### src/rtl/bsg_popcount_seq.sv
// bsg_popcount_seq: multi-cycle popcount of a width_p-bit word, slice_width_p bits per cycle
// Ports: clk_i/reset_i (sync active-high); v_i/data_i/ready_o input handshake;
//        v_o/data_o/yumi_i output handshake carrying the set-bit count.
module bsg_popcount_seq #(
  parameter int width_p = 64,
  parameter int slice_width_p = 16,
  localparam int els_lp = (width_p + slice_width_p - 1) / slice_width_p,
  localparam int cnt_width_lp = $clog2(width_p + 1),
  localparam int ctr_width_lp = (els_lp > 1) ? $clog2(els_lp) : 1,
  localparam int sc_width_lp = $clog2(slice_width_p + 1)
) (
  input  logic                    clk_i,
  input  logic                    reset_i,
  input  logic                    v_i,
  input  logic [width_p-1:0]      data_i,
  output logic                    ready_o,
  output logic                    v_o,
  output logic [cnt_width_lp-1:0] data_o,
  input  logic                    yumi_i
);
  typedef enum logic [1:0] {eIdle, eBusy, eDone} state_e;
  state_e state_r, state_n;
  logic [width_p-1:0] shift_r;
  logic [cnt_width_lp-1:0] acc_r;
  logic [ctr_width_lp-1:0] ctr_r;
  logic [sc_width_lp-1:0] slice_cnt;
  logic accept, last;
  assign accept = v_i & ready_o;
  assign last = ctr_r == ctr_width_lp'(els_lp - 1);
  always_ff @(posedge clk_i)
    state_r <= reset_i ? eIdle : state_n;
  always_comb begin
    state_n = state_r;
    case (state_r)
      eIdle:   state_n = accept ? eBusy : eIdle;
      eBusy:   state_n = last ? eDone : eBusy;
      eDone:   state_n = yumi_i ? (v_i ? eBusy : eIdle) : eDone;
      default: state_n = eIdle;
    endcase
  end
  // Outputs are forced low during reset so an in-flight result vanishes in the reset cycle.
  always_comb begin
    ready_o = ~reset_i & ((state_r == eIdle) | ((state_r == eDone) & yumi_i));
    v_o = ~reset_i & (state_r == eDone);
    data_o = reset_i ? '0 : acc_r;
  end
  always_comb begin
    slice_cnt = '0;
    for (int i = 0; i < slice_width_p; i++)
      slice_cnt = slice_cnt + sc_width_lp'(shift_r[i]);
  end
  // Zero-filling shift means a ragged final slice contributes only real bits.
  always_ff @(posedge clk_i) begin
    if (reset_i) begin
      shift_r <= '0;
      acc_r <= '0;
      ctr_r <= '0;
    end else if (accept) begin
      shift_r <= data_i;
      acc_r <= '0;
      ctr_r <= '0;
    end else if (state_r == eBusy) begin
      shift_r <= shift_r >> slice_width_p;
      acc_r <= acc_r + cnt_width_lp'(slice_cnt);
      ctr_r <= ctr_r + ctr_width_lp'(1);
    end
  end
endmodule

### config.mk
export PLATFORM = sky130hd
export DESIGN_NAME = bsg_popcount_seq
export DESIGN_NICKNAME = d
export VERILOG_FILES = /design/src/rtl/bsg_popcount_seq.sv
export SDC_FILE = /design/constraint.sdc
export NUM_CORES = 1
export LEC_CHECK = 0
export ABC_AREA = 1
export CAP_MARGIN = 5
export CELL_PAD_IN_SITES_DETAIL_PLACEMENT = 1
export CELL_PAD_IN_SITES_GLOBAL_PLACEMENT = 1
export CORE_MARGIN = 10
export CORE_UTILIZATION = 40
export DETAILED_ROUTE_END_ITERATION = 6
export PLACE_DENSITY_LB_ADDON = 0.1
export SLEW_MARGIN = 20
export SYNTH_ARGS = -nofsm -noshare
export SYNTH_HDL_FRONTEND = slang
export SYNTH_SLANG_ARGS = --single-unit
### constraint.sdc
create_clock -name clk_i -period 5.65 [get_ports clk_i]
set_input_delay 1.13 -clock clk_i [delete_from_list [all_inputs] [get_ports clk_i]]
set_output_delay 1.13 -clock clk_i [all_outputs]
set_load 0.05 [all_outputs]
### Word level (Yosys, flattened, before mapping)

Cells that the tools add are included.

* bits in latches: 0
* memory bits (read-only): 0
* output and inout port bits: 9
* word-level logic and storage cells: 41
* memory bits (writable): 0
* memories: 0
* flip-flop bits (word level): 75

* multipliers: 0
* reductions and logical operators: 3
* shift operators: 0
* add/subtract/negate cells: 17
* multiplexer cells: 8
* divide/modulo/power cells: 0
* bitwise logic cells: 6
* $lt $le $gt $ge: 0
* eq/ne operators: 3

Operator list (count)
* $mux W64: 2
* $add A5 B1 Y5: 11
* $add A7 B5 Y7: 1
* $mux W7: 1
* $pmux W2 S3: 1
* $add A4 B1 Y5: 1
* $add A3 B1 Y4: 1
* $and A1 B1 Y1: 4
* $eq A2 B2 Y1 const B: 2
* $mux W2: 2
* $add A2 B1 Y3: 1
* $add A1 B1 Y2: 1
* $add A2 B1 Y2 const B: 1
* $eq A2 B1 Y1 const B: 1
* $logic_not A2 Y1: 1
* $mux W1: 2
* $reduce_bool A2 Y1: 1
* $reduce_or A2 Y1: 1
* $not A1 Y1: 1
* $or A1 B1 Y1: 1

### Depth between registers and ports, before layout

Gate-level depths: netlist of run 1.

* depth in word-level cells: 16
* gate-level depth with buffers: 15
* mapped depth without buffers: 15

### Worst setup path before layout of run 1

No wires, ideal clock.

* kind: reg2reg
* from: reg shift_r[0]
* to: reg acc_r[6]
* arrival time: 3619 ps
* library setup time: 115 ps
* slack: 1916 ps
* cell stages (with the launch flop): 15
* cells stage by stage: dfxtp_1 fa_1 inv_1 fa_1 fa_1 fa_1 inv_1 fa_1 fa_1 nand3_1 nand3_1 nand2_1 nand2_1 a21oi_1 nor2_1

* longest elaborated chain between the ends: 16

Ends and longest elaborated chain
* from (decl): line 23 `logic [width_p-1:0] shift_r;`
* from (signal assigned): line 59 `shift_r <= data_i;`
* from (signal assigned): line 63 `shift_r <= shift_r >> slice_width_p;`
* $add A1 B1 Y2: line 50 `slice_cnt = slice_cnt + sc_width_lp'(shift_r[i]);`
* $add A2 B1 Y3: line 50
* $add A3 B1 Y4: line 50
* $add A4 B1 Y5: line 50
* $add A5 B1 Y5 (11 in series): line 50
* $add A7 B5 Y7: line 64 `acc_r <= acc_r + cnt_width_lp'(slice_cnt);`
* to (signal assigned): line 64
* to (decl): line 24 `logic [cnt_width_lp-1:0] acc_r;`

Every way passes these cells.
A chain may end at the register's enable or synchronous reset.

### Worst setup path in the final report of run 1

* from: in reset_i
* to: out v_o

* longest elaborated chain between the ends: 2

Ends and longest elaborated chain
* from (decl): line 13 `input logic reset_i,`
* $not A1 Y1: line 44 `v_o = ~reset_i & (state_r == eDone);`
* $and A1 B1 Y1: line 44
* to (decl): line 17 `output logic v_o,`

Every way passes these cells.

==> results of run 1 <==
[sequential cells by signal, summed over array words and instances (netlist names)]
name,flops
acc_r,7
ctr_r,2
shift_r,64
state_r,2
[worst paths after layout]
| kind | start | endpoint | slack (ns) |
|---|---|---|---|
| max reg2reg | shift_r[0] | acc_r[6] | 1.63 |
| max | reset_i | v_o | 1.31 |
| min | acc_r[0] | acc_r[0] | 0.47 |
| min reg2reg | acc_r[0] | acc_r[0] | 0.47 |
[power groups by stage]
| stage | clock network [µW] | logic (µW) | registers [µW] |
|---|---|---|---|
| floorplan | 0 | 246 | 595 |
| global placement | 0 | 350 | 601 |
| detailed placement | 0 | 366 | 602 |
| CTS | 399 | 369 | 590 |
| global route | 419 | 412 | 595 |
| finish | 385 | 361 | 590 |
[cell usage in the layout (no fill, tap or decap)]
master,n
a21oi_1,44
a21oi_4,1
a32o_1,1
and2_1,1
buf_12,1
buf_4,8
clkbuf_8,11
clkdlybuf4s50_1,75
clkinv_1,1
clkinv_2,2
clkinv_4,1
clkinvlp_4,1
dfxtp_1,75
fa_1,12
ha_1,9
inv_1,49
inv_2,1
nand2_1,160
nand3_1,84
nand3_4,1
nand4_1,16
nor2_1,81
nor2_4,1
o211ai_1,3
o21ai_0,2
xnor2_1,3
xor2_1,1
[cell families (layout without fill, tap and decap cells)]
kind of cell,count (synthesis),after routing,share of synthesized area [%]
AOI/OAI and AO/OA,51,51,6.93
and+or+nand+nor,344,344,35.9
buffers and inverters,94,150,10.3
adders and majority gates,21,21,8.76
DFF,75,75,37.3
xor gates and xnor gates,4,4,0.870
[worst reg2reg max path, stage by stage, from the launching register on]
cell and delay, ns:
dfxtp_1 0.34, fa_1 0.53, inv_1 0.06, fa_1 0.53
fa_1 0.45, fa_1 0.50, inv_1 0.05, fa_1 0.45
fa_1 0.44, nand3_1 0.10, nand3_1 0.11, nand2_1 0.08
nand2_1 0.08, a21oi_1 0.13, nor2_1 0.06
[routing by layer]
metal | track usage [%] | vias to the layer above | share of wire [%]
met2 | 29.8 | 87 | 49
met1 | 21.7 | 1870 | 46
met3 | 3.40 | 15 | 3.8
li1 | - | 1973 | -
met4 | 5.73 | 0 | 1.9
met5 | 0 | - | 0
[metrics by stage]
stage,power [µW],setup WS [ns]
floorplan,841,1.92
finish,1340,1.31
CTS,1360,1.32
global route,1430,1.24
detailed placement,968,1.22
global placement,951,1.30
[layout make-up]
| type | count | area (µm²) |
|---|---|---|
| Timing Repair Buffer | 84 | 831 |
| Clock buffer | 11 | 151 |
| Clock inverter | 4 | 26.3 |
| Fill cell | 1303 | 4780 |
| Tap cell | 133 | 166 |
| Sequential cell | 75 | 1500 |
| Inverter | 51 | 191 |
| Multi-Input combinational cell | 420 | 2130 |
==> flow_summary.yaml, run 1 <==
run_status:
  outcome: "completed"
global_route:
  grt_max_degree: 74
  grt-ovfl-total: 0
  grt_pass1_wl_um: 21000
  grt_pass1_vias: 4301
  antenna_found_initial: 0
  grt_usage_pct: 17.5
synth:
  synthTopCellsByArea: "dfxtp_1, nand2_1, nand3_1, nor2_1, fa_1"
  ys.flop_type: "dfxtp_1"
  synth_top_area_share_pct: 37.3
  ys_ff_latch: 75
  synthTopCellsByCount: "nand2_1, nand3_1, nor2_1, dfxtp_1, inv_1"
  synth_nets: 678
  ys_async_sr_fraction_pct: 0
  ys_seq_area_share_pct: 37.3
  yosysWarnings: 0
  syn_area_um2: 4030
  synth_area_leader_cell: "dfxtp_1"
  yosys.cell_types.count: 23
  synth_cells: 589
  synth_edf_count: 0
  yosysMostFrequentCell: "nand2_1"
  syn_area_per_cell_um2: 6.84
setup_path:
  worstSetupPathDepth: 3
  cp.required_ns: 4.52
  arrival_ns: 3.21
  crit_family: "buffers and inverters"
  rr_worst_depth: 14
  cp_slowest_cell: "clkdlybuf4s50_1"
  path_buf_inv: 2
  setup.worst_path.start_class: "primary input"
  worstSetupPathType: "primary input to output pin"
  critPathMaxFanout: 23
  worst_setup_path_end_kind: "output pin"
  cp_common_cell: "clkdlybuf4s50_1"
  crit_chain: "clkdlybuf4s50_1, nor2_1, clkdlybuf4s50_1"
  critical-path-max-stage-delay_ns: 0.90
timing:
  setup_violations: 0
  tightest_slew_ns: 0.943
  slew_violations: 0
  timing.final.hold_violations: 0
  finalSetupTns_ns: 0
  fin_crit_sh_pct: 76.8
  timing.slew.headroom_pct: 37.0
  fmax_mhz: 231
  whs_ns: 0.469
  clock_skew_ns: 0.0137
  rsz0062_at_grt: "no"
  min_period_ns: 4.34
clock_network:
  cts_made_buffers: 9
  holdBufCountCts: 0
  ctsResizeCount: 0
  cts.clk_slew.worst_paths_ns: 0.09
  clock-root-buffer: "clkbuf_8"
  worstSkewPairLatency_ns: 0.35
  cts_setup_buffers: 0
  cts_tree: "built"
  clockBufferDepth: 2
  cts_max_level: 3
  cts.sinks: 75
min_path:
  hp-class: "flop to flop"
  holdPathStages: 2
finish:
  fin_area_um2: 4990
  area_delta_synth_final_pct: 24.1
  num_antenna_cells: 0
  drive_above_1_share_pct: 4.34
  post-route-util_pct: 51.1
  stdcell_count: 778
  nets: 730
detailed_routing:
  ant_nets: 0
  wl_per_cell_um: 15.9
  post-route-drc-count: 0
  drtPass1Iterations: 5
  viasPerCell: 5.07
  drt_iter0_drc: 234
  routed_wl_um: 12400
  num_vias: 3945
power_and_ir_drop:
  leakagePower_uw: 0.00219
  seq_power_share_pct: 44.2
  peakVddDrop_uv: 130
  power.net_switching_uw: 435
  clockPowerShare_pct: 28.8
  power_frac_comb_pct: 27.0
  swShare_pct: 32.5
  p_int_uw: 901
  p_per_area_nw_per_um2: 267
floorplanning:
  die_x_um: 120
  dieHeight_um: 120
  num_rows: 36
  start_util_pct: 41.2
  die-area_um2: 14500
  core-area_um2: 9770
  num_io_pins: 77
flow_run:
  drv_cap: 0
placed_design:
  place.gp.congestion: 0.784
  placed_area_um2: 4820
  dpl.cell_count: 763
  hpwl_um: 8800
  io_buffers: 76
(Power assumes the default switching activity.)
==> inputs of run 2 (changes only) <==
--- a/config.mk
+++ b/config.mk
@@ -10,7 +10,7 @@
 export CELL_PAD_IN_SITES_DETAIL_PLACEMENT = 1
 export CELL_PAD_IN_SITES_GLOBAL_PLACEMENT = 1
 export CORE_MARGIN = 10
-export CORE_UTILIZATION = 40
+export CORE_UTILIZATION = 37
 export DETAILED_ROUTE_END_ITERATION = 6
 export PLACE_DENSITY_LB_ADDON = 0.1
 export SLEW_MARGIN = 20
==> constraint.sdc (replaced) <==
create_clock -name clk_i -period 4.5 [get_ports clk_i]
set_input_delay 0.9 -clock clk_i [delete_from_list [all_inputs] [get_ports clk_i]]
set_output_delay 0.9 -clock clk_i [all_outputs]
set_load 0.05 [all_outputs]
==> run 2 against run 1 <==
  * Via count is 0.46% lower
  * Routed wire length up 3.6%
  * Sequential power grew 26%
  * Sequential share of layout area fell by 0.32 points
  * Critical path depth is 11 higher
  * Combinational power rose by 25%
  * Global-route usage shrank 1.2 points
  * Non-clock buffer count grew 2
  * Flip-flop and latch count unchanged
  * Power up 35%
  * Cell count is 1.3% higher
  * Clock power up 57%
  * Largest power group unchanged
  * Highest routed layer unchanged
==> flow_summary.yaml, run 2 (synthesis gave the netlist of run 1 again) <==
clock_network:
  clockBufferDepth: 2
  cts_max_level: 3
  holdBufCountCts: 0
  clock-root-buffer: "clkbuf_8"
  cts_made_buffers: 9
  ctsResizeCount: 0
  cts.clk_slew.worst_paths_ns: 0.09
  cts_tree: "built"
  cts.sinks: 75
  cts_setup_buffers: 0
  worstSkewPairLatency_ns: 0.36
setup_path:
  worst_setup_path_end_kind: "flop"
  critPathMaxFanout: 3
  arrival_ns: 4.25
  worstSetupPathType: "flop to flop"
  rr_worst_depth: 14
  cp.required_ns: 4.76
  setup.worst_path.start_class: "flop"
  r2r_slack_ns: 0.52
  r2r-start: "shift_r[0]"
  regToRegEndpoint: "acc_r[6]"
finish:
  fill_cells: 1425
  seq_area_um2: 1500
  final_cell_mix: "nand2_1, nand3_1, nor2_1"
  num_antenna_cells: 0
  final_common_cell: "nand2_1"
  regMostFlops: "shift_r"
  fin_area_um2: 5050
  largestRegisters: "shift_r (64), acc_r (7)"
  post-route-util_pct: 47.0
  drive_above_1_share_pct: 5.86
  nets: 732
  largest_reg_flops: 64
  multi_input_area_um2: 2130
  area_delta_synth_final_pct: 25.4
  stdcell_count: 788
power_and_ir_drop:
  leakagePower_uw: 0.00224
  p_per_area_nw_per_um2: 356
  peakVddDrop_uv: 172
global_route:
  antenna_found_initial: 0
  grt_max_degree: 67
  grt-ovfl-total: 0
  grt_pass1_vias: 4265
  grt_usage_pct: 16.2
  grt_pass1_wl_um: 21000
min_path:
  hp-start: "acc_r[0]"
  holdPathStages: 2
  hp-class: "flop to flop"
  whs_endpoint: "acc_r[0]"
floorplanning:
  start_util_pct: 37.5
  die-area_um2: 15500
  num_rows: 38
  core-area_um2: 10700
  die_x_um: 124
  dieHeight_um: 124
  num_io_pins: 77
placed_design:
  place.gp.congestion: 0.819
  io_buffers: 76
  placed_area_um2: 4820
  hpwl_um: 9000
  dpl.cell_count: 772
timing:
  fmax_mhz: 251
  whs_ns: 0.473
  tightest_slew_ns: 0.718
  slew_violations: 0
  timing.slew.headroom_pct: 52.1
  rsz0062_at_grt: "no"
  finalSetupTns_ns: 0
  timing.final.hold_violations: 0
  min_period_ns: 3.98
  clock_skew_ns: 0.0107
  setup_violations: 0
  fin_crit_sh_pct: 88.5
detailed_routing:
  num_vias: 3927
  drt_iter0_drc: 205
  routed_wl_um: 12800
  drtPass1Iterations: 4
  post-route-drc-count: 0
  wl_per_cell_um: 16.2
  ant_nets: 0
  viasPerCell: 4.98
flow_run:
  drv_cap: 0
run_status:
  outcome: "completed"
==> run 2: cell count changes in the layout (fill, tap and decap cells not counted), sizes merged <==
| cell | before | now |
|---|---|---|
| buf | 9 | 19 |
| clkdlybuf4s50 | 75 | 67 |
| clkbuf | 11 | 12 |
| bufinv | 0 | 2 |
| clkinv | 4 | 2 |
==> run 2: stage by stage <==
| stage | setup slack [ns] | total power [µW] |
|---|---|---|
| final | 0.519 | 1800 |
| after global routing | 0.338 | 1910 |
| after CTS | 0.501 | 1820 |
| after detailed placement | 0.496 | 1220 |
| after global placement | 0.647 | 1190 |
| after floorplan | 0.766 | 1060 |
==> run 2: worst max-delay path: stages (launching register included) <==
cell and delay [ns]:
dfxtp_1 0.33, fa_1 0.54, inv_1 0.06, fa_1 0.53, fa_1 0.44, fa_1 0.49, inv_1 0.05, fa_1 0.42
fa_1 0.43, nand3_1 0.11, nand3_1 0.12, nand2_1 0.08, nand2_1 0.07, a21oi_1 0.15, nor2_1 0.06
==> run 2: power by group <==
part,total (µW),switching (µW),internal [µW]
Combinational,450,259,191
Sequential,743,31.9,711
Clock,605,263,342
==> run 2: final cells by class <==
class,instances,share of cell area (%)
clock buffer,12,3.07
clock inverter,4,1.44
inverter,51,3.79
multi-input combinational,420,42.1
sequential,75,29.7
tap,140,3.47
timing repair buffer,86,16.4
==> run 2: worst max-delay path by stage <==
stage	start	end	slack (ns)	cells after the start
after detailed placement	shift_r[0]	acc_r[6]	0.50	14
after global routing	shift_r[0]	acc_r[6]	0.34	14
after CTS	shift_r[0]	acc_r[6]	0.50	14
after global placement	shift_r[0]	acc_r[6]	0.65	14
after floorplan	shift_r[0]	acc_r[6]	0.77	14
final	shift_r[0]	acc_r[6]	0.52	14
==> run 2: metal layers <==
layer	part of all wire (%)	global-route usage [%]
met3	2.4	2.77
met4	1.5	6.10
met5	0	0
met1	45	19.4
met2	51	28.3
